<file path="config.mk">
export PLATFORM = sky130hd
export DESIGN_NAME = token_scanner_flat
export DESIGN_NICKNAME = d
export VERILOG_FILES = /design/src/rtl/lexer_pkg.sv /design/src/rtl/token_scanner_if.sv /design/src/rtl/char_class.sv /design/src/rtl/token_scanner.sv /design/src/flat_wrapper.sv
export SDC_FILE = /design/constraint.sdc
export NUM_CORES = 1
export LEC_CHECK = 0
export CORE_MARGIN = 2
export CORE_UTILIZATION = 35
export CTS_BUF_LIST = sky130_fd_sc_hd__clkbuf_16
export DETAILED_ROUTE_END_ITERATION = 12
export GPL_TIMING_DRIVEN = 1
export SLEW_MARGIN = 25
export SYNTH_ARGS = -nofsm -noshare
export SYNTH_HDL_FRONTEND = slang
export SYNTH_SLANG_ARGS = --single-unit
export TNS_END_PERCENT = 10
</file>
<file path="constraint.sdc">
create_clock -name clk -period 3.84 [get_ports clk]
set_input_delay 0.768 -clock clk [delete_from_list [all_inputs] [get_ports clk]]
set_output_delay 0.768 -clock clk [all_outputs]
set_load 0.05 [all_outputs]
</file>
<file path="src/rtl/lexer_pkg.sv">
// rtl/lexer_pkg.sv - shared token codes, FSM encodings and length helpers for the scanner
package lexer_pkg;

  localparam int MAX_LEN_DEFAULT = 255;

  typedef enum logic [1:0] {
    TOK_NONE   = 2'd0,
    TOK_IDENT  = 2'd1,
    TOK_NUMBER = 2'd2
  } tok_type_t;

  typedef enum logic [1:0] {
    ST_IDLE   = 2'd0,
    ST_IDENT  = 2'd1,
    ST_NUMBER = 2'd2
  } state_t;

  typedef struct packed {
    tok_type_t   typ;
    logic [15:0] pos;
    logic [7:0]  len;
    logic        ovf;
  } token_t;

  function automatic logic [7:0] sat_inc(input logic [7:0] v, input logic [7:0] lim);
    return (v >= lim) ? lim : v + 8'd1;
  endfunction

endpackage

</file>
<file path="src/rtl/token_scanner_if.sv">
// rtl/token_scanner_if.sv - character input and token output handshakes of the scanner
interface token_scanner_if;

  logic        in_valid;
  logic        in_ready;
  logic [7:0]  in_char;
  logic        in_last;
  logic        tok_valid;
  logic        tok_ready;
  logic [1:0]  tok_type;
  logic [15:0] tok_pos;
  logic [7:0]  tok_len;
  logic        tok_ovf;

  modport master (
    output in_valid, in_char, in_last, tok_ready,
    input  in_ready, tok_valid, tok_type, tok_pos, tok_len, tok_ovf
  );

  modport slave (
    input  in_valid, in_char, in_last, tok_ready,
    output in_ready, tok_valid, tok_type, tok_pos, tok_len, tok_ovf
  );

endinterface

</file>
<file path="src/rtl/char_class.sv">
// rtl/char_class.sv - combinational ASCII classifier: letter, digit, otherwise separator
module char_class (
  input  logic [7:0] ch,
  output logic       is_letter,
  output logic       is_digit
);

  assign is_letter = ((ch >= 8'h41) && (ch <= 8'h5A)) ||
                     ((ch >= 8'h61) && (ch <= 8'h7A));
  assign is_digit  = (ch >= 8'h30) && (ch <= 8'h39);

endmodule

</file>
<file path="src/rtl/token_scanner.sv">
// rtl/token_scanner.sv - splits a character stream into IDENT/NUMBER token records
module token_scanner
  import lexer_pkg::*;
#(
  parameter int MAX_LEN = MAX_LEN_DEFAULT
) (
  input logic           clk,
  input logic           rst_n,
  token_scanner_if.slave bus
);

  localparam logic [7:0] LEN_LIM = 8'(MAX_LEN);

  state_t      state, state_d;
  logic [15:0] idx;
  logic [15:0] cur_pos, pos_d;
  logic [7:0]  cur_len, len_d;
  logic        cur_ovf, ovf_d;

  token_t      out_q, emit_tok, held_tok, hold_tok_d, closing;
  logic        out_valid, held_valid;
  logic        emit, hold_set;
  logic        is_letter, is_digit;
  logic        out_free, accept;

  char_class u_class (
    .ch        (bus.in_char),
    .is_letter (is_letter),
    .is_digit  (is_digit)
  );

  assign out_free     = !out_valid || bus.tok_ready;
  // A held IDENT (letter that both closed a NUMBER and ended the stream) blocks input
  assign bus.in_ready = out_free && !held_valid;
  assign accept       = bus.in_valid && bus.in_ready;

  always_comb begin
    state_d      = state;
    pos_d        = cur_pos;
    len_d        = cur_len;
    ovf_d        = cur_ovf;
    emit         = 1'b0;
    emit_tok.typ = TOK_NONE;
    emit_tok.pos = cur_pos;
    emit_tok.len = cur_len;
    emit_tok.ovf = cur_ovf;
    hold_set     = 1'b0;
    hold_tok_d   = '0;
    closing      = '0;

    if (accept) begin
      case (state)
        ST_IDLE: begin
          if (is_letter || is_digit) begin
            state_d = is_letter ? ST_IDENT : ST_NUMBER;
            pos_d   = idx;
            len_d   = 8'd1;
            ovf_d   = 1'b0;
          end
        end
        ST_IDENT: begin
          if (is_letter || is_digit) begin
            len_d = sat_inc(cur_len, LEN_LIM);
            ovf_d = cur_ovf || (cur_len >= LEN_LIM);
          end else begin
            emit         = 1'b1;
            emit_tok.typ = TOK_IDENT;
            state_d      = ST_IDLE;
          end
        end
        ST_NUMBER: begin
          if (is_digit) begin
            len_d = sat_inc(cur_len, LEN_LIM);
            ovf_d = cur_ovf || (cur_len >= LEN_LIM);
          end else begin
            emit         = 1'b1;
            emit_tok.typ = TOK_NUMBER;
            if (is_letter) begin
              state_d = ST_IDENT;
              pos_d   = idx;
              len_d   = 8'd1;
              ovf_d   = 1'b0;
            end else begin
              state_d = ST_IDLE;
            end
          end
        end
        default: state_d = ST_IDLE;
      endcase

      // End of stream closes whatever is still open after normal processing
      if (bus.in_last && (state_d != ST_IDLE)) begin
        closing.typ = (state_d == ST_NUMBER) ? TOK_NUMBER : TOK_IDENT;
        closing.pos = pos_d;
        closing.len = len_d;
        closing.ovf = ovf_d;
        if (emit) begin
          hold_set   = 1'b1;
          hold_tok_d = closing;
        end else begin
          emit     = 1'b1;
          emit_tok = closing;
        end
        state_d = ST_IDLE;
      end
    end
  end

  always_ff @(posedge clk or negedge rst_n) begin
    if (!rst_n) begin
      state   <= ST_IDLE;
      idx     <= 16'd0;
      cur_pos <= 16'd0;
      cur_len <= 8'd0;
      cur_ovf <= 1'b0;
    end else if (accept) begin
      state   <= state_d;
      cur_pos <= pos_d;
      cur_len <= len_d;
      cur_ovf <= ovf_d;
      idx     <= bus.in_last ? 16'd0 : idx + 16'd1;
    end
  end

  always_ff @(posedge clk or negedge rst_n) begin
    if (!rst_n) begin
      out_valid  <= 1'b0;
      out_q      <= '0;
      held_valid <= 1'b0;
      held_tok   <= '0;
    end else begin
      if (out_valid && bus.tok_ready) begin
        out_valid <= 1'b0;
      end
      if (held_valid && out_free) begin
        out_valid  <= 1'b1;
        out_q      <= held_tok;
        held_valid <= 1'b0;
      end else if (emit) begin
        out_valid <= 1'b1;
        out_q     <= emit_tok;
      end
      if (hold_set) begin
        held_valid <= 1'b1;
        held_tok   <= hold_tok_d;
      end
    end
  end

  assign bus.tok_valid = out_valid;
  assign bus.tok_type  = out_q.typ;
  assign bus.tok_pos   = out_q.pos;
  assign bus.tok_len   = out_q.len;
  assign bus.tok_ovf   = out_q.ovf;

endmodule

</file>
<file path="src/flat_wrapper.sv">
// flat-port wrapper written by rule: the top's interface ports become plain ports
module token_scanner_flat import lexer_pkg::*;
#(
  parameter int MAX_LEN = MAX_LEN_DEFAULT
)
  (clk, rst_n, bus_in_valid, bus_in_char, bus_in_last, bus_tok_ready, bus_in_ready, bus_tok_valid, bus_tok_type, bus_tok_pos, bus_tok_len, bus_tok_ovf);
  token_scanner_if bus_i ();
  input logic clk;
  input logic rst_n;
  input wire logic [$bits(bus_i.in_valid)-1:0] bus_in_valid;
  input wire logic [$bits(bus_i.in_char)-1:0] bus_in_char;
  input wire logic [$bits(bus_i.in_last)-1:0] bus_in_last;
  input wire logic [$bits(bus_i.tok_ready)-1:0] bus_tok_ready;
  output wire logic [$bits(bus_i.in_ready)-1:0] bus_in_ready;
  output wire logic [$bits(bus_i.tok_valid)-1:0] bus_tok_valid;
  output wire logic [$bits(bus_i.tok_type)-1:0] bus_tok_type;
  output wire logic [$bits(bus_i.tok_pos)-1:0] bus_tok_pos;
  output wire logic [$bits(bus_i.tok_len)-1:0] bus_tok_len;
  output wire logic [$bits(bus_i.tok_ovf)-1:0] bus_tok_ovf;
  assign bus_i.in_valid = bus_in_valid;
  assign bus_i.in_char = bus_in_char;
  assign bus_i.in_last = bus_in_last;
  assign bus_i.tok_ready = bus_tok_ready;
  assign bus_in_ready = bus_i.in_ready;
  assign bus_tok_valid = bus_i.tok_valid;
  assign bus_tok_type = bus_i.tok_type;
  assign bus_tok_pos = bus_i.tok_pos;
  assign bus_tok_len = bus_i.tok_len;
  assign bus_tok_ovf = bus_i.tok_ovf;
  token_scanner #(.MAX_LEN(MAX_LEN)) u_core (.clk(clk), .rst_n(rst_n), .bus(bus_i));
endmodule
</file>
==> results.cfg, run 1 <==
[clocking]
cts_buffers = 9
hold_buffers = 0
cts_htree_levels = 3
postCtsResizedCells = 0
clock-sinks = 99
cts_tree = built
root_buffer = clkbuf_16
path_clk_slew_ns = 0.07
cts_setup_buffers = 0
clk_path_buf_depth = 2
insertion_delay_ns = 0.35

[critical_path]
cp_cell_sequence = clkdlybuf4s50_1 > or4_4 > o21a_2 > a311oi_4 > a32oi_4 > nor3_4 > buf_12 > mux2_2 > o221ai_1
cp_data_arrival_time_ns = 3.53
crit_type = in -> reg
r2r_start = u_core.state[1]$_DFFE_PN0P_
path_max_fanout = 25
critPathRequiredTime_ns = 4.09
regToRegSetupSlack_ns = 1.23
slowest_stage = or4_4
startpoint_type = input pin
critPathCaptureType = flip-flop
regToRegEndpoint = u_core.bus.tok_len[2]$_DFFE_PN0P_
max_stage_delay_ns = 0.56
r2r_cells = 7

[logic_synthesis]
yosysSeqAreaShare = 0.469
synth_cell_type_count = 57
synth_area_per_cell_um2 = 9.63
yosysWarnings = 0
synth_nets = 568
synthCells = 549
ys_ff_latch = 99
synth-main-ff-cell = dfrtp_1
synth_enable_flop_cells = 0
synthArstFlopShare = 1.00
syn-cell-area_mm2 = 0.00529

[run]
drv_cap = 0

[finish]
final_cell_mix = 99 x dfrtp_1, 77 x nand2_1, 56 x inv_1
instances_no_fill = 777
nets = 609
n_antenna_cell = 0
synthToLayoutAreaGrowth_pct = 18.5
fillCellCount = 1400
drive_gt1_frac = 0.145
final_common_cell = dfrtp_1

[detailed_routing]
wl_met1_um = 5640
top_layer = met4
ant_nets = 0
via_per_inst = 5.26
drc = 0
wl_um = 12100
drt_iter0_markers = 284
vias = 4086
wire_per_inst_um = 15.6
dr_wl_met3_um = 481
dr.pass1.iters = 5
wl_met2_um = 5860

[floorplanning]
die_y_um = 127
fp-row-count = 44
start_util = 0.361
die_w_um = 127
core_area_mm2 = 0.0146
die_area_mm2 = 0.0161
boundaryPins = 42

[power]
leakage_nw = 2.58
powerDensity_mw_per_mm2 = 501
switching_power_w = 0.00106
p_int_w = 0.00208
ir_worst_vdd_v = 0.000263
power_frac_clock = 0.300
combPwrFrac = 0.294
swShare = 0.338
pwr-share-seq = 0.406

[global_routing]
grt.overflow.total = 0
grt_use_total = 0.161
antenna_found_initial = 0
grt_pass1_wl_um = 20700
grt_pass1_vias = 4168
grt_max_degree = 74

[timing]
period_share = 0.856
rsz0062_at_grt = no
hold_slack_ns = 0.436
max-slew-margin-rel = 0.489
layout_setup_ws_ns = 0.554
fin_crit_ns = 3.29
skew_ns = 0.0101
finalSetupViolCount = 0
fmax_mhz = 304
hold_violations = 0
worst_pin_slew_ns = 0.766
setup_tns_ns = 0
finalMaxSlewViolations = 0

[placed_design]
dp.cells = 763
port_buffers = 41
dpl.hpwl_um = 8260
place_ws_ns = 0.194
gp_congestion = 0.864

[hold_path]
hp-class = in -> async

[outcome]
outcome = completed
registers in the layout, summed over array words and instances, names as in the netlist, 2 cells and up:
register,cells
u_core.state,2
u_core.bus.tok_type,2
u_core.idx,16
u_core.bus.tok_len,8
u_core.cur_pos,16
u_core.bus.tok_pos,16
u_core.cur_len,8
u_core.held_tok,27
cell usage after synthesis (all sizes together) (3+ instances only):
cell type  instances  area, um2
inv               56        210
o22ai              5       31.3
a22oi             22        165
mux2              24        323
xor2              10       87.6
nand3             12       60.1
nor2b              4       25.0
o221ai            27        343
mux2i              5       50.1
nand2             77        289
clkbuf            17       63.8
o31ai              3       22.5
nand4              3       18.8
ha                 6       75.1
o21ai             42        214
and3               6       37.5
and4               3       26.3
a31oi              6       37.5
xnor2              3       26.3
o21a               4       31.3
dfrtp             99       2480
buf               10       70.1
nor3               3       31.3
a21oi             28        140
nor2              49        186
worst max-delay path by stage:
stage                              start                                 end  depth (start not counted)
after CTS                 bus_in_char[4]   u_core.bus.tok_pos[0]$_DFFE_PN0P_                          9
after floorplan           bus_in_char[4]   u_core.bus.tok_pos[5]$_DFFE_PN0P_                          8
after global placement    bus_in_char[4]  u_core.bus.tok_pos[14]$_DFFE_PN0P_                          8
after detailed placement  bus_in_char[4]   u_core.bus.tok_pos[2]$_DFFE_PN0P_                          9
final                     bus_in_char[4]   u_core.bus.tok_pos[0]$_DFFE_PN0P_                          9
after global routing      bus_in_char[2]   u_core.bus.tok_pos[0]$_DFFE_PN0P_                          9
routing by layer:
| layer | vias up | global-route usage |
|---|---|---|
| met1 | 1992 | 0.216 |
| met4 | 0 | 0.0498 |
| met3 | 10 | 0.0316 |
| met5 | - | 0 |
| li1 | 2003 | - |
| met2 | 81 | 0.264 |
final cells by class:
type / count / area [um2] / area share
clock inverter: 5 / 80.1 / 0.0128
clock buffer: 9 / 225 / 0.0360
multi-input combinational: 367 / 2480 / 0.397
sequential: 99 / 2480 / 0.396
timing repair buffer: 57 / 557 / 0.0889
tap: 184 / 230 / 0.0368
inverter: 56 / 210 / 0.0336
per-stage QoR:
step	power, W	instance area (um2)	util
2_1_floorplan	0.00191	5290	-
3_3_place_gp	0.00221	5940	0.406
3_5_place_dp	0.00222	5950	0.407
4_1_cts	0.00318	6260	0.427
5_1_grt	0.00330	6260	0.428
6_report	0.00314	6260	0.428
worst max-delay path, delay by kind of cell:
family | cells | cell delay, ns
muxes | 1 | 0.36
and+or+nand+nor | 2 | 0.74
buffers and inverters | 2 | 0.71
AOI/OAI and AO/OA | 4 | 0.93
power by group through the flow:
| stage | clock [W] | sequential (W) | combinational, W |
|---|---|---|---|
| after CTS | 0.000972 | 0.00127 | 0.000933 |
| after floorplan | 0 | 0.00154 | 0.000369 |
| after global routing | 0.00102 | 0.00129 | 0.000991 |
| final | 0.000941 | 0.00127 | 0.000922 |
| after detailed placement | 0 | 0.00129 | 0.000929 |
| after global placement | 0 | 0.00129 | 0.000918 |
cells by family (layout without fill, tap and decap cells):
logic type / count (synthesis) / after routing / share of synthesized area
fa+ha+maj: 6 / 6 / 0.0142
xor+xnor: 13 / 13 / 0.0215
simple gates: 170 / 170 / 0.148
flops: 99 / 99 / 0.469
buf+inv: 83 / 127 / 0.0651
mux: 29 / 29 / 0.0705
compound gates: 149 / 149 / 0.212
Power figures use the tool's default switching activity.
==> inputs of run 2 (changes only) <==
--- a/config.mk
+++ b/config.mk
@@ -5,11 +5,13 @@
 export SDC_FILE = /design/constraint.sdc
 export NUM_CORES = 1
 export LEC_CHECK = 0
+export ABC_CLOCK_PERIOD_IN_PS = 3840
 export CORE_MARGIN = 2
 export CORE_UTILIZATION = 35
 export CTS_BUF_LIST = sky130_fd_sc_hd__clkbuf_16
 export DETAILED_ROUTE_END_ITERATION = 12
 export GPL_TIMING_DRIVEN = 1
+export PLACE_DENSITY = 0.64
 export SLEW_MARGIN = 25
 export SYNTH_ARGS = -nofsm -noshare
 export SYNTH_HDL_FRONTEND = slang
==> results.cfg, run 2 (synthesis gave the netlist of run 1 again) <==
[finish]
largest_reg_flops = 27
nets = 610
drive_gt1_frac = 0.151
instances_no_fill = 780
regMostFlops = u_core.held_tok
n_antenna_cell = 0
final_common_cell = dfrtp_1
finalInstanceArea_mm2 = 0.00627
final_cell_mix = 99 x dfrtp_1, 77 x nand2_1, 56 x inv_1
synthToLayoutAreaGrowth_pct = 18.6

[run]
drv_cap = 0

[clocking]
hold_buffers = 0
path_clk_slew_ns = 0.08
root_buffer = clkbuf_16
cts_setup_buffers = 0
cts_tree = built
insertion_delay_ns = 0.34
cts_buffers = 9
clock-sinks = 99
clk_path_buf_depth = 2
postCtsResizedCells = 0
cts_htree_levels = 3

[critical_path]
path_max_fanout = 25
startpoint_type = input pin
crit_type = in -> reg
critPathCaptureType = flip-flop
critPathRequiredTime_ns = 4.10
cp_data_arrival_time_ns = 3.56
cp_cell_sequence = clkdlybuf4s50_1 > or4_4 > o21a_2 > a311oi_4 > a32oi_4 > nor3_4 > buf_12 > mux2_2 > o221ai_1
max_stage_delay_ns = 0.56
slowest_stage = or4_4

[detailed_routing]
wire_per_inst_um = 16.0
vias = 4136
ant_nets = 0
dr.pass1.iters = 5
via_per_inst = 5.30
drt_iter0_markers = 236
drc = 0
wl_um = 12400

[global_routing]
grt_pass1_vias = 4238
grt_pass1_wl_um = 21000
grt_max_degree = 53
antenna_found_initial = 0
grt_use_total = 0.160
grt.overflow.total = 0

[placed_design]
place_ws_ns = 0.186
gp_congestion = 0.870
placed_area_mm2 = 0.00596
port_buffers = 41
dp.cells = 764
dpl.hpwl_um = 8500

[power]
leakage_nw = 2.59
ir_worst_vdd_v = 0.000321
powerDensity_mw_per_mm2 = 501

[outcome]
outcome = completed

[floorplanning]
boundaryPins = 42
fp-row-count = 44
die_area_mm2 = 0.0161
die_w_um = 127
die_y_um = 127
core_area_mm2 = 0.0146
start_util = 0.361

[timing]
hold_violations = 0
finalSetupViolCount = 0
setup_tns_ns = 0
max-slew-margin-rel = 0.440
layout_setup_ws_ns = 0.541
skew_ns = 0.0109
rsz0062_at_grt = no
period_share = 0.859
fin_crit_ns = 3.30
finalMaxSlewViolations = 0
fmax_mhz = 303
worst_pin_slew_ns = 0.836

[hold_path]
hp-class = in -> async
run 2: layer usage:
layer  vias up  GRT usage  wire, um
met5         -          0         0
met2       100      0.278      6190
met4         0     0.0530       183
li1       2003          -         -
met1      2019      0.209      5640
met3        14     0.0190       436
run 2: cell type report:
class                   instances  area (um2)
clock inverters                 7        80.1
fillers                      1394        8380
flip-flops and latches         99        2480
repair buffers                 58         561
well taps                     184         230
multi-input cells             367        2480
clock buffers                   9         225
inverters                      56         210
run 2: power breakdown:
part	total, W	switching (W)	internal [W]	leakage [nW]
registers	0.00127	0.0000960	0.00118	1.36
logic	0.000928	0.000592	0.000336	1.08
clock network	0.000936	0.000420	0.000516	0.149
total	0.00314	0.00111	0.00203	2.59
run 2: path summary, 6_finish.rpt:
kind | depth (start not counted) | from | slack [ns] | end
min | 1 | rst_n | 0.47 | u_core.bus.tok_pos[15]$_DFFE_PN0P_
max | 9 | bus_in_char[4] | 0.54 | u_core.bus.tok_pos[3]$_DFFE_PN0P_
max in group asynchronous | 2 | rst_n | 2.53 | u_core.idx[0]$_DFFE_PN0P_
min in group clk | 2 | u_core.held_tok[2]$_DFFE_PN0P_ | 0.47 | u_core.bus.tok_len[1]$_DFFE_PN0P_
max reg2reg | 8 | u_core.state[1]$_DFFE_PN0P_ | 1.17 | u_core.bus.tok_len[4]$_DFFE_PN0P_
min reg2reg | 2 | u_core.held_tok[2]$_DFFE_PN0P_ | 0.47 | u_core.bus.tok_len[1]$_DFFE_PN0P_
run 2: critical path: cells and delay by family:
family | cells | cell delay [ns]
multiplexers | 1 | 0.37
AO/OA/AOI/OAI | 4 | 0.95
buffers and inverters | 2 | 0.70
AND/OR/NAND/NOR | 2 | 0.76
run 2: stage by stage:
stage / total power (W) / hold WS (ns) / util
after global placement: 0.00221 / 0.462 / 0.406
final: 0.00314 / 0.473 / 0.428
after floorplan: 0.00191 / 0.452 / -
after global routing: 0.00328 / 0.516 / 0.428
after detailed placement: 0.00223 / 0.473 / 0.407
after CTS: 0.00316 / 0.482 / 0.428
